## src/rtl/set_ctrl_pkg.sv

```systemverilog
// Shared types and BCD helpers for the alarm-clock set controller.
package set_ctrl_pkg;

  typedef enum logic [2:0] {
    ST_RUN    = 3'd0,
    ST_T_HOUR = 3'd1,
    ST_T_MIN  = 3'd2,
    ST_A_HOUR = 3'd3,
    ST_A_MIN  = 3'd4
  } state_e;

  localparam logic [7:0] HOUR_LO = 8'h01;
  localparam logic [7:0] HOUR_HI = 8'h12;
  localparam logic [7:0] MIN_HI  = 8'h59;

  // MODE walks the fields in a fixed ring.
  function automatic state_e next_state(input state_e s);
    case (s)
      ST_RUN:    return ST_T_HOUR;
      ST_T_HOUR: return ST_T_MIN;
      ST_T_MIN:  return ST_A_HOUR;
      ST_A_HOUR: return ST_A_MIN;
      default:   return ST_RUN;
    endcase
  endfunction

  // Valid BCD in 01..12; anything else loads as the field minimum.
  function automatic logic [7:0] clamp_hour(input logic [7:0] v);
    if (v[3:0] <= 4'd9 && v >= HOUR_LO && v <= HOUR_HI) return v;
    return HOUR_LO;
  endfunction

  function automatic logic [7:0] clamp_min(input logic [7:0] v);
    if (v[7:4] <= 4'd5 && v[3:0] <= 4'd9) return v;
    return 8'h00;
  endfunction

  // Operands are always in range because every load passes through clamp_hour.
  function automatic logic [7:0] bcd_step_hour(input logic [7:0] val, input logic up);
    logic [3:0] hi_inc, hi_dec;
    hi_inc = val[7:4] + 4'd1;
    hi_dec = val[7:4] - 4'd1;
    if (up) begin
      if (val == HOUR_HI)      return HOUR_LO;
      if (val[3:0] == 4'd9)    return {hi_inc, 4'd0};
      return val + 8'd1;
    end
    if (val == HOUR_LO)        return HOUR_HI;
    if (val[3:0] == 4'd0)      return {hi_dec, 4'd9};
    return val - 8'd1;
  endfunction

  function automatic logic [7:0] bcd_step_min(input logic [7:0] val, input logic up);
    logic [3:0] hi_inc, hi_dec;
    hi_inc = val[7:4] + 4'd1;
    hi_dec = val[7:4] - 4'd1;
    if (up) begin
      if (val == MIN_HI)       return 8'h00;
      if (val[3:0] == 4'd9)    return {hi_inc, 4'd0};
      return val + 8'd1;
    end
    if (val == 8'h00)          return MIN_HI;
    if (val[3:0] == 4'd0)      return {hi_dec, 4'd9};
    return val - 8'd1;
  endfunction

endpackage

```

## src/rtl/key_debounce.sv

```systemverilog
// One push button: 2-FF synchronizer, stability counter, one-cycle press pulse.
// With AUTO_REPEAT_EN defined, a held key also emits repeat pulses; an instance
// with REPEAT_DELAY = 0 never repeats.
module key_debounce #(
  parameter int DEBOUNCE_CYCLES = 1000000,
  parameter int REPEAT_DELAY    = 25000000,
  parameter int REPEAT_CYCLES   = 5000000
) (
  input  logic clk,
  input  logic rst_n,
  input  logic key_n,
  output logic press
);

  localparam int CW = (DEBOUNCE_CYCLES > 1) ? $clog2(DEBOUNCE_CYCLES) : 1;

  logic          sync1_q, sync1_d, sync2_q, sync2_d;
  logic          db_q, db_d, press_q, press_d;
  logic [CW-1:0] cnt_q, cnt_d;

  // Level flips after DEBOUNCE_CYCLES consecutive differing samples; any agreeing sample restarts.
  always_comb begin
    sync1_d = key_n;
    sync2_d = sync1_q;
    db_d    = db_q;
    cnt_d   = '0;
    press_d = 1'b0;
    if (sync2_q != db_q) begin
      if (cnt_q == CW'(DEBOUNCE_CYCLES - 1)) begin
        db_d    = sync2_q;
        press_d = ~sync2_q;
      end else begin
        cnt_d = cnt_q + 1'b1;
      end
    end
  end

  // Debounce state; released (1) out of reset.
  always_ff @(posedge clk) begin
    if (!rst_n) begin
      sync1_q <= 1'b1;
      sync2_q <= 1'b1;
      db_q    <= 1'b1;
      cnt_q   <= '0;
      press_q <= 1'b0;
    end else begin
      sync1_q <= sync1_d;
      sync2_q <= sync2_d;
      db_q    <= db_d;
      cnt_q   <= cnt_d;
      press_q <= press_d;
    end
  end

`ifdef AUTO_REPEAT_EN
  localparam int RW = $clog2(REPEAT_DELAY + 2);

  logic [RW-1:0] rcnt_q, rcnt_d;
  logic          rep_fire;

  // rcnt counts cycles since the press pulse; after a fire it is rewound so
  // the next fire lands REPEAT_CYCLES later.
  always_comb begin
    rep_fire = (REPEAT_DELAY != 0) && !db_q && (rcnt_q == RW'(REPEAT_DELAY));
    rcnt_d   = '0;
    if (!db_q) rcnt_d = rep_fire ? RW'(REPEAT_DELAY - REPEAT_CYCLES + 1) : rcnt_q + 1'b1;
  end

  // Repeat counter state.
  always_ff @(posedge clk) begin
    if (!rst_n) rcnt_q <= '0;
    else        rcnt_q <= rcnt_d;
  end

  assign press = press_q | rep_fire;
`else
  assign press = press_q;
`endif

endmodule

```

## src/rtl/set_controller.sv

```systemverilog
// Alarm-clock set front end: four debounced keys, field-select FSM, BCD edit
// register and the SET/SW_IN load strobe. Optional macro: AUTO_REPEAT_EN.
module set_controller
  import set_ctrl_pkg::*;
#(
  parameter int DEBOUNCE_CYCLES = 1000000,
  parameter int REPEAT_DELAY    = 25000000,
  parameter int REPEAT_CYCLES   = 5000000
) (
  input  logic       CLK,
  input  logic       RST_N,
  input  logic       KEY_MODE,
  input  logic       KEY_UP,
  input  logic       KEY_DOWN,
  input  logic       KEY_COMMIT,
  input  logic [7:0] CUR_HOUR,
  input  logic [7:0] CUR_MIN,
  input  logic [7:0] CUR_A_HOUR,
  input  logic [7:0] CUR_A_MIN,
  output logic       TS_STATE,
  output logic       AS_STATE,
  output logic       SWITCH,
  output logic       SET,
  output logic [7:0] SW_IN
);

  logic       mode_p, up_p, down_p, commit_p;
  state_e     state_q, state_d, nxt;
  logic [7:0] val_q, val_d;
  logic       set_n_q, set_n_d;
  logic       is_min;

  // MODE and COMMIT never auto-repeat.
  key_debounce #(.DEBOUNCE_CYCLES(DEBOUNCE_CYCLES), .REPEAT_DELAY(0), .REPEAT_CYCLES(1))
    u_mode   (.clk(CLK), .rst_n(RST_N), .key_n(KEY_MODE),   .press(mode_p));
  key_debounce #(.DEBOUNCE_CYCLES(DEBOUNCE_CYCLES), .REPEAT_DELAY(REPEAT_DELAY), .REPEAT_CYCLES(REPEAT_CYCLES))
    u_up     (.clk(CLK), .rst_n(RST_N), .key_n(KEY_UP),     .press(up_p));
  key_debounce #(.DEBOUNCE_CYCLES(DEBOUNCE_CYCLES), .REPEAT_DELAY(REPEAT_DELAY), .REPEAT_CYCLES(REPEAT_CYCLES))
    u_down   (.clk(CLK), .rst_n(RST_N), .key_n(KEY_DOWN),   .press(down_p));
  key_debounce #(.DEBOUNCE_CYCLES(DEBOUNCE_CYCLES), .REPEAT_DELAY(0), .REPEAT_CYCLES(1))
    u_commit (.clk(CLK), .rst_n(RST_N), .key_n(KEY_COMMIT), .press(commit_p));

  assign is_min = (state_q == ST_T_MIN) || (state_q == ST_A_MIN);

  // Priority MODE > COMMIT > UP/DOWN; edits are ignored in RUN and dropped on leaving a field.
  always_comb begin
    state_d = state_q;
    val_d   = val_q;
    set_n_d = 1'b1;
    nxt     = next_state(state_q);
    if (mode_p) begin
      state_d = nxt;
      case (nxt)
        ST_T_HOUR: val_d = clamp_hour(CUR_HOUR);
        ST_T_MIN:  val_d = clamp_min(CUR_MIN);
        ST_A_HOUR: val_d = clamp_hour(CUR_A_HOUR);
        ST_A_MIN:  val_d = clamp_min(CUR_A_MIN);
        default:   val_d = val_q;
      endcase
    end else if (state_q != ST_RUN) begin
      if (commit_p)           set_n_d = 1'b0;
      else if (up_p ^ down_p) val_d = is_min ? bcd_step_min(val_q, up_p) : bcd_step_hour(val_q, up_p);
    end
  end

  // FSM, edit register and SET strobe.
  always_ff @(posedge CLK) begin
    if (!RST_N) begin
      state_q <= ST_RUN;
      val_q   <= 8'h00;
      set_n_q <= 1'b1;
    end else begin
      state_q <= state_d;
      val_q   <= val_d;
      set_n_q <= set_n_d;
    end
  end

  assign TS_STATE = (state_q == ST_T_HOUR) || (state_q == ST_T_MIN);
  assign AS_STATE = (state_q == ST_A_HOUR) || (state_q == ST_A_MIN);
  assign SWITCH   = is_min;
  assign SET      = set_n_q;
  assign SW_IN    = val_q;

endmodule

```

## config.mk

```make
export PLATFORM = sky130hd
export DESIGN_NAME = set_controller
export DESIGN_NICKNAME = d
export VERILOG_FILES = /design/src/rtl/set_ctrl_pkg.sv /design/src/rtl/key_debounce.sv /design/src/rtl/set_controller.sv
export SDC_FILE = /design/constraint.sdc
export NUM_CORES = 1
export LEC_CHECK = 0
export ABC_AREA = 1
export CAP_MARGIN = 20
export CORE_ASPECT_RATIO = 1.5
export CORE_UTILIZATION = 30
export DETAILED_ROUTE_END_ITERATION = 7
export PLACE_DENSITY = 0.58
export SYNTH_ARGS = -nofsm -noshare
export SYNTH_HDL_FRONTEND = slang
export SYNTH_SLANG_ARGS = --single-unit
```

## constraint.sdc

```tcl
create_clock -name CLK -period 1.8 [get_ports CLK]
set_input_delay 0.27 -clock CLK [delete_from_list [all_inputs] [get_ports CLK]]
set_output_delay 0.27 -clock CLK [all_outputs]
set_load 0.03 [all_outputs]
```

# --- After elaboration in Yosys (flattened, before gate mapping) ---
# Index checks and enable logic that the tools add are counted.
totals:
  regBits: 108
  latchBits: 0
  ram_bits: 0
  mem_bits_ro: 0
  inputBits: 38
  output_inout_bits: 12
  elab_cells: 206
  n_memories: 0
classes:
  n_addsub: 8
  multipliers: 0
  n_div: 0
  order_cmp: 10
  n_eq_ne: 22
  n_shift: 0
  mux: 103
  bitwise: 11
  reduce_logical: 29
ops:
  columns: ["cell", "n"]
  rows:
  - ["8-bit two-way mux", 33]
  - ["20-bit by 1-bit adder with 20-bit output (second input constant)", 4]
  - ["20-bit == test (second input constant)", 4]
  - ["1-bit two-way mux", 68]
  - ["8-bit one-hot mux with 4 select lines", 1]
  - ["8-bit by 1-bit greater-or-equal comparator with 1-bit output (second input constant)", 2]
  - ["4-bit less-or-equal comparator (second input constant)", 4]
  - ["8-bit by 5-bit less-or-equal comparator with 1-bit output (second input constant)", 2]
  - ["3-bit OR reduction", 5]
  - ["3-bit by 2-bit == test with 1-bit output (second input constant)", 4]
  - ["3-bit one-hot mux with 4 select lines", 1]
  - ["3-bit AND reduction", 4]
  - ["1-bit NOT", 10]
  - ["8-bit by 1-bit adder with 8-bit output (second input constant)", 1]
  - ["8-bit by 1-bit == test with 1-bit output (second input constant)", 1]
  - ["8-bit by 5-bit == test with 1-bit output (second input constant)", 1]
  - ["8-bit by 7-bit == test with 1-bit output (second input constant)", 1]
  - ["4-bit by 3-bit less-or-equal comparator with 1-bit output (second input constant)", 2]
  - ["8-bit logical NOT", 1]
  - ["2-bit AND reduction", 4]
  - ["8-bit by 1-bit subtractor with 8-bit output (second input constant)", 1]
  - ["3-bit by 1-bit == test with 1-bit output (second input constant)", 2]
  - ["3-bit == test (second input constant)", 2]
  - ["1-bit logical AND", 6]
  - ["other kinds (13)", 19]

# --- Longest topological paths before layout ---
# Gate-level depths: netlist of the first run.
logic_depth:
  word_depth: 26
  depth_mapped: 13
  mapped_depth_nobuf: 12

# --- Modules after synthesis ---
# Synthesis of the first run repeated with hierarchy kept, for this count alone.
unflattened:
  hier_cells: 906
  hier_area_um2: 6112.1
modules_own_cells:
  columns: ["mod", "n_inst", "cells_per_inst", "area_each_um2", "seq_area_each_um2"]
  rows:
  - ["key_debounce", 4, 155, 1146.1, 480.5]
  - ["set_controller", 1, 286, 1527.7, 240.2]

# --- Worst setup path before layout of the first run ---
# No wires, ideal clock.
synth_path:
  path_kind: "register to register"
  from: "reg val_q[4] (netlist: SW_IN[4])"
  to: "reg val_q[1] (netlist: SW_IN[1])"
  setup_ps: 109
  arrival_ps: 1554
  t_required_ps: 1691
  setup_slack_ps: 137
  stages_incl_launch_ff: 11
  path_buffers: 0
  synth_period_minus_slack_ps: 1663
  cell_sequence: "dfxtp_1 > inv_1 > ha_1 > nand2_1 > nor2_1 > nand2_1 > o211ai_1 > nand3_1 > nand3b_1 > nand2_1 > inv_1"
synth_via:
  elab_chain_len: 19
  word_cells_on_any_way: 47
  cone_classes: "3 x eq/ne; 43 x mux; 1 x reduce/logical"
synth_lines:
  columns: ["item", "line_no", "text"]
  rows:
  - ["start: declaration", "set_controller.sv:29", "logic [7:0] val_q, val_d;"]
  - ["start signal: assignment", "set_controller.sv:74", "val_q <= val_d;"]
  - ["8-bit by 5-bit == test with 1-bit output / 8-bit by 7-bit == test with 1-bit output (equally long branches)", "set_ctrl_pkg.sv:44, set_ctrl_pkg.sv:58", null]
  - ["1-bit two-way mux (on tied branches)", "set_ctrl_pkg.sv:44, set_ctrl_pkg.sv:58", null]
  - ["1-bit two-way mux (on tied branches)", "set_ctrl_pkg.sv:43, set_ctrl_pkg.sv:57", null]
  - ["1-bit two-way mux", "set_controller.sv:62", "else if (up_p ^ down_p) val_d = is_min ? bcd_step_min(val_q, up_p) : bcd_step_hour(val_q, up_p);"]
  - ["1-bit two-way mux", "set_controller.sv:61", "if (commit_p) set_n_d = 1'b0;"]
  - ["1-bit two-way mux", "set_controller.sv:60", "end else if (state_q != ST_RUN) begin"]
  - ["1-bit two-way mux", "set_controller.sv:51", "if (mode_p) begin"]
  - ["8-bit two-way mux (on tied branches)", "set_ctrl_pkg.sv:45, set_ctrl_pkg.sv:59", null]
  - ["(+2 left out)", null, null]
  - ["8-bit two-way mux (on tied branches)", "set_ctrl_pkg.sv:49, set_ctrl_pkg.sv:63", null]
  - ["8-bit two-way mux (on tied branches)", "set_ctrl_pkg.sv:50, set_ctrl_pkg.sv:64", null]
  - ["8-bit two-way mux (on tied branches)", "set_ctrl_pkg.sv:49, set_ctrl_pkg.sv:63", null]
  - ["8-bit two-way mux (on tied branches)", "set_ctrl_pkg.sv:48, set_ctrl_pkg.sv:62", null]
  - ["8-bit two-way mux (*) (2 in a row)", "set_controller.sv:62", null]
  - ["8-bit two-way mux (*)", "set_controller.sv:61", null]
  - ["8-bit two-way mux (*)", "set_controller.sv:60", null]
  - ["8-bit two-way mux (*)", "set_controller.sv:51", null]
# Mark *: on every way between the ends. The rest lies on a longest branch, timed or not. The select of a mux whose other input is x is not followed.
# A chain may end at the register's enable or synchronous reset.

# --- Worst setup path in the final report of the first run ---
layout_path:
  from: "reg val_q[0] (netlist: SW_IN[0])"
  to: "out SW_IN[0]"
layout_rtl:
  columns: ["item", "line_no", "text"]
  rows:
  - ["end: declaration", "set_controller.sv:24", "output logic [7:0] SW_IN"]
# No word-level cell between the ends.

==> out/results.ini, run 1 <==
[run_status]
status=completed

[logic_synthesis]
synth_seq_cells=108
synth_edf_count=0
synthCells=881
synth-seq-area-share_pct=36.1
post-synth-top-count-cell=nand2_1
synth_cell_types=43
yosys-top-cells-area=dfxtp_1 36%, nand2_1 13%, inv_1 7.0%
synth.avg_cell_area_um2=6.81
yosysWarnings=0
netlist_top_cells_count=200 x nand2_1, 112 x inv_1, 109 x nor2_1
syn_area_um2=6000
synth-async-reset-ratio_pct=0
synth_top_area_share_pct=36.1
yosys.area.top_type=dfxtp_1
mappedNetlistNets=926
synthFlopType=dfxtp_1

[drt]
post_drt_wl_per_cell_um=11.4
drtIter0Drc=218
totalWireLength_mm=13.8
vias_per_cell=4.56
drc=0
first_pass_iters=4
drtAntennaViolNets=0
vias=5530

[global_route]
grt_util_met1_pct=15.4
grt_max_degree=21
grt_pass1_vias=5398
grtUsageMet2_pct=27.2
gr-total-overflow=0
top_usage_layer=met2
track_usage_pct=14.1
antenna_found_initial=0
grt_pass1_wl_mm=23.9
use_met3_pct=2.51

[sta]
finalCritPeriodShare_pct=96.3
worst_pin_slew_ns=0.435
clock.fmax_ghz=0.577
final.setup.tns_ns=0
min_period_ns=1.73
rsz0062_at_grt=no
clock-skew-final_ns=0.00517
drv_slew=0
finalSetupViolations=0
maxSlewHeadroom_pct=70.8
hold_viol_final=0

[clock_tree]
cts_buffers=9
clkTransAtPathRegs_ns=0.07
clock_sinks=108
cts_tree=yes
insertion_delay_ns=0.36
ctsLongestPathBuffers=2
htreeDepth=3
cts_root_buf=clkbuf_16

[setup_path]
crit_required_ns=1.53
slowest_delay_ns=0.70
worst_ep_arrival_time_ns=1.46
worstSetupPathType=reg -> out
endpoint_kind=primary output
critPathLaunchType=flop
cp_top_family=buffers and inverters
cpMaxStageDelayCell=clkdlybuf4s50_1
path_buf_inv=1
worstPathCellList=clkdlybuf4s50_1
crit_fanout=5

[cells_and_area]
multi_input_area_um2=3300
drive_gt1_share_pct=12.5
areaGrowthSynthToFinish_pct=20.0
regArea_um2=2160
post-route-util_pct=36.5
final_nets=993
fillers=2168
antenna_cells=0

[floorplan]
fp-row-count=63
core_um2=19700
initial_core_util_pct=30.4
die_area_um2=20600
die_h_um=175
num_io_pins=50
fp.dieW_um=117

[placed_design]
hpwl_mm=10.9
port_buffers=49
place.gp.congestion=0.830

[power]
p_per_area_nw_per_um2=620
vdd_drop_max_mv=0.483
leakage_nw=2.83

[min_path]
hold_class=reg -> reg

[flow_run]
max_cap_viol_count=0

-- repair_timing --
action | in CTS | in global routing
hold buffers | 0 | 0
pin swaps | 0 | 1
resized for setup | 3 | 8
setup buffers | 0 | 1
setup endpoints to repair | 3 | 25
-- worst reg2reg max path, stage by stage, from the launching register on --
cell     delay (ns)
dfxtp_1        0.36
ha_1           0.17
nand2_1        0.06
inv_2          0.06
nand2_2        0.06
nor2_2         0.12
nand2_2        0.12
nor2_2         0.14
nand2_2        0.10
nand2_2        0.10
buf_4          0.18
a21oi_1        0.06
-- area by class of cell --
cell class                      count  area share [%]
Multi-Input combinational cell    639            45.9
Sequential cell                   108            30.1
Timing Repair Buffer               68            9.30
Inverter                          122            6.36
Tap cell                          260            4.52
Clock buffer                        9            3.13
Clock inverter                      7           0.713
-- state kept, by name (all words and copies together), names as in the netlist, 3 cells and up --
register        cells
SW_IN               8
u_down.cnt_q       20
state_q             3
u_mode.cnt_q       20
u_commit.cnt_q     20
u_up.cnt_q         20
-- routing by layer --
metal  vias to the layer above  share of wire, %
met4                         0               1.3
li1                       2988                 -
met3                        13               2.4
met5                         -                 0
met2                        48                53
met1                      2481                43
-- cell usage in the layout, fill, tap and decap left out, drive strengths merged --
cell,Yosys,final
o21ai,23,23
clkdlybuf4s50,0,39
xnor2,6,6
dlygate4sd2,0,3
xor2,18,18
o31ai,1,1
o211ai,2,2
nand2,212,212
or2,17,17
clkinv,1,5
dlymetal6s2s,0,4
clkinvlp,0,2
inv,121,122
nor4,12,12
a31oi,6,6
o21a,1,1
clkbuf,3,9
nand4,27,27
and3,1,1
a21o,1,1
a21oi,46,46
ha,7,7
nor3b,3,3
and2,1,1
nor2,125,125
nor3,54,54
buf,9,22
nand3,72,72
nand3b,4,4
dfxtp,108,108
-- metrics by stage --
stage / instances / hold WS [ns] / total power, W / instance area (um^2) / setup slack (ns)
after floorplan: 881 / 0.377 / 0.00253 / 6000 / 0.137
after global placement: 1196 / 0.402 / 0.00264 / 6890 / 0.0541
after detailed placement: 1196 / 0.402 / 0.00264 / 6890 / 0.0221
after CTS: 1212 / 0.420 / 0.00452 / 7170 / 0.00156
after global routing: 1213 / 0.433 / 0.00464 / 7200 / 0.00379
final: 1213 / 0.417 / 0.00446 / 7200 / 0.0666
-- power breakdown --
part / switching [W] / internal (W)
sequential: 0.00000595 / 0.00240
combinational: 0.0000760 / 0.000104
clock: 0.000933 / 0.000944
total: 0.00102 / 0.00345
-- logic make-up after synthesis --
family	Yosys count	synth area share [%]
AOI/OAI and AO/OA	80	7.47
xor gates and xnor gates	24	3.51
adders and majority gates	7	1.46
buffers and inverters	134	9.03
DFF	108	36.1
and+or+nand+nor	528	42.5
-- worst paths after layout --
| kind | cells past startpoint | to | slack, ns | startpoint |
|---|---|---|---|---|
| max reg2reg | 11 | u_commit.cnt_q[19] | 0.17 | u_commit.cnt_q[0] |
| max | 1 | SW_IN[0] | 0.07 | SW_IN[0] |
| min | 1 | u_down.sync2_q | 0.42 | u_down.sync1_q |
| min reg2reg | 1 | u_down.sync2_q | 0.42 | u_down.sync1_q |
Note: power is estimated with default switching activity, not from simulation.
==> run 2, diff against run 1 <==
--- a/config.mk
+++ b/config.mk
@@ -11,6 +11,7 @@
 export CORE_UTILIZATION = 30
 export DETAILED_ROUTE_END_ITERATION = 7
 export PLACE_DENSITY = 0.58
+export RECOVER_POWER = 25
 export SYNTH_ARGS = -nofsm -noshare
 export SYNTH_HDL_FRONTEND = slang
 export SYNTH_SLANG_ARGS = --single-unit
==> run 2 against run 1 <==
Net effect:
- clock power about the same
- critical endpoint unchanged
- non-clock buffer count unchanged
- worst setup slack better by 0.0018 ns
- clock skew is 0.00051 ns higher
- register-to-register slack about the same
- highest routed layer unchanged
- die area is the same
- critical path type unchanged
- sequential power hardly changed
- design area down 0.68%
- combinational power shrank 2%
==> out/results.ini, run 2 (synthesis gave the netlist of run 1 again) <==
[run_status]
status=completed

[setup_path]
rrSetupSlack_ns=0.17
timing.rr.end=u_commit.cnt_q[19]
worstPathCellList=clkdlybuf4s50_1
reg2reg_depth=11
r2r_start=u_commit.cnt_q[0]
critPathLaunchType=flop
worst_ep_arrival_time_ns=1.46
slowest_delay_ns=0.70
worstSetupPathType=reg -> out
crit_required_ns=1.53
cp.depth=1
endpoint_kind=primary output
critical_path.startpoint=SW_IN[0]
cp_top_family=buffers and inverters
crit_fanout=5
cpMaxStageDelayCell=clkdlybuf4s50_1
crit_end=SW_IN[0]
path_buf_inv=1

[global_route]
grt_max_degree=21
grt_pass1_vias=5398
antenna_found_initial=0
gr-total-overflow=0
track_usage_pct=14.1
grt_pass1_wl_mm=23.9

[sta]
final.setup.tns_ns=0
rsz0062_at_grt=no
clock.fmax_ghz=0.578
worst_pin_slew_ns=0.426
finalSetupViolations=0
hold_viol_final=0
min_period_ns=1.73
finalCritPeriodShare_pct=96.2
clock-skew-final_ns=0.00568
drv_slew=0
maxSlewHeadroom_pct=71.4

[clock_tree]
htreeDepth=3
cts_tree=yes
insertion_delay_ns=0.36
ctsLongestPathBuffers=2
cts_root_buf=clkbuf_16
cts_buffers=9
clock_sinks=108
clkTransAtPathRegs_ns=0.07

[floorplan]
fp-row-count=63
fp.dieW_um=117
die_area_um2=20600
initial_core_util_pct=30.4
die_h_um=175
num_io_pins=50
core_um2=19700

[drt]
post_drt_wl_per_cell_um=11.4
vias_per_cell=4.57
totalWireLength_mm=13.8
drtIter0Drc=228
drc=0
first_pass_iters=4
drtAntennaViolNets=0
vias=5544

[cells_and_area]
final_cells=1213
fillers=2172
mostFrequentLayoutCell=nand2_1
antenna_cells=0
multi_input_area_um2=3300
regArea_um2=2160
final_nets=993
areaGrowthSynthToFinish_pct=19.2
layout_common_cells=198 x nand2_1, 112 x inv_1, 109 x nor2_1, 107 x dfxtp_1, 70 x nand3_1
drive_gt1_share_pct=12.2

[placed_design]
dp_cells=1196
hpwl_mm=10.9
place.gp.congestion=0.830
port_buffers=49

[power]
p_per_area_nw_per_um2=624
leakage_nw=2.73
vdd_drop_max_mv=0.483

[min_path]
hold_class=reg -> reg

[flow_run]
max_cap_viol_count=0

run 2: worst min path at each step:
| stage | cells after the start | from | end |
|---|---|---|---|
| floorplan | 1 | KEY_COMMIT | u_commit.sync1_q |
| global placement | 1 | u_down.sync1_q | u_down.sync2_q |
| detailed placement | 1 | u_down.sync1_q | u_down.sync2_q |
| CTS | 1 | u_down.sync1_q | u_down.sync2_q |
| global route | 1 | u_up.sync1_q | u_up.sync2_q |
| finish | 1 | u_down.sync1_q | u_down.sync2_q |
run 2: what timing repair did:
action | in CTS | in global routing
buffers inserted | 0 | 1
endpoints found under the setup margin | 3 | 25
gates resized for setup | 3 | 8
pin swaps | 0 | 1
hold buffers | 0 | 0
run 2: power breakdown:
group	total (W)	switching [W]	internal (W)	leakage, nW
Sequential	0.00240	0.00000594	0.00240	0.872
Combinational	0.000176	0.0000759	0.000100	1.73
Clock	0.00188	0.000935	0.000944	0.132
run 2: per-layer routing:
metal  wire (um)  vias to the layer above  GRT usage (%)
met2        7320                       46           27.2
met1        5990                     2496           15.4
li1            -                     2989              -
met5           0                        -              0
met3         318                       13           2.51
met4         184                        0           4.38
run 2: area by class of cell:
class | instances | area share, %
inverter | 122 | 6.41
sequential | 108 | 30.3
clock inverter | 7 | 0.718
timing repair buffer | 68 | 8.68
multi-input combinational | 639 | 46.2
clock buffer | 9 | 3.15
tap | 260 | 4.55
run 2: stage by stage:
| stage | total power [W] | area [um^2] | worst slack, ns | hold slack (ns) | util, % |
|---|---|---|---|---|---|
| 2_1_floorplan | 0.00253 | 6000 | 0.137 | 0.377 | - |
| 3_3_place_gp | 0.00264 | 6890 | 0.0541 | 0.402 | 35.0 |
| 3_5_place_dp | 0.00264 | 6890 | 0.0221 | 0.402 | 35.0 |
| 4_1_cts | 0.00452 | 7170 | 0.00156 | 0.420 | 36.4 |
| 5_1_grt | 0.00464 | 7150 | 0.00379 | 0.433 | 36.3 |
| 6_report | 0.00446 | 7150 | 0.0684 | 0.417 | 36.3 |
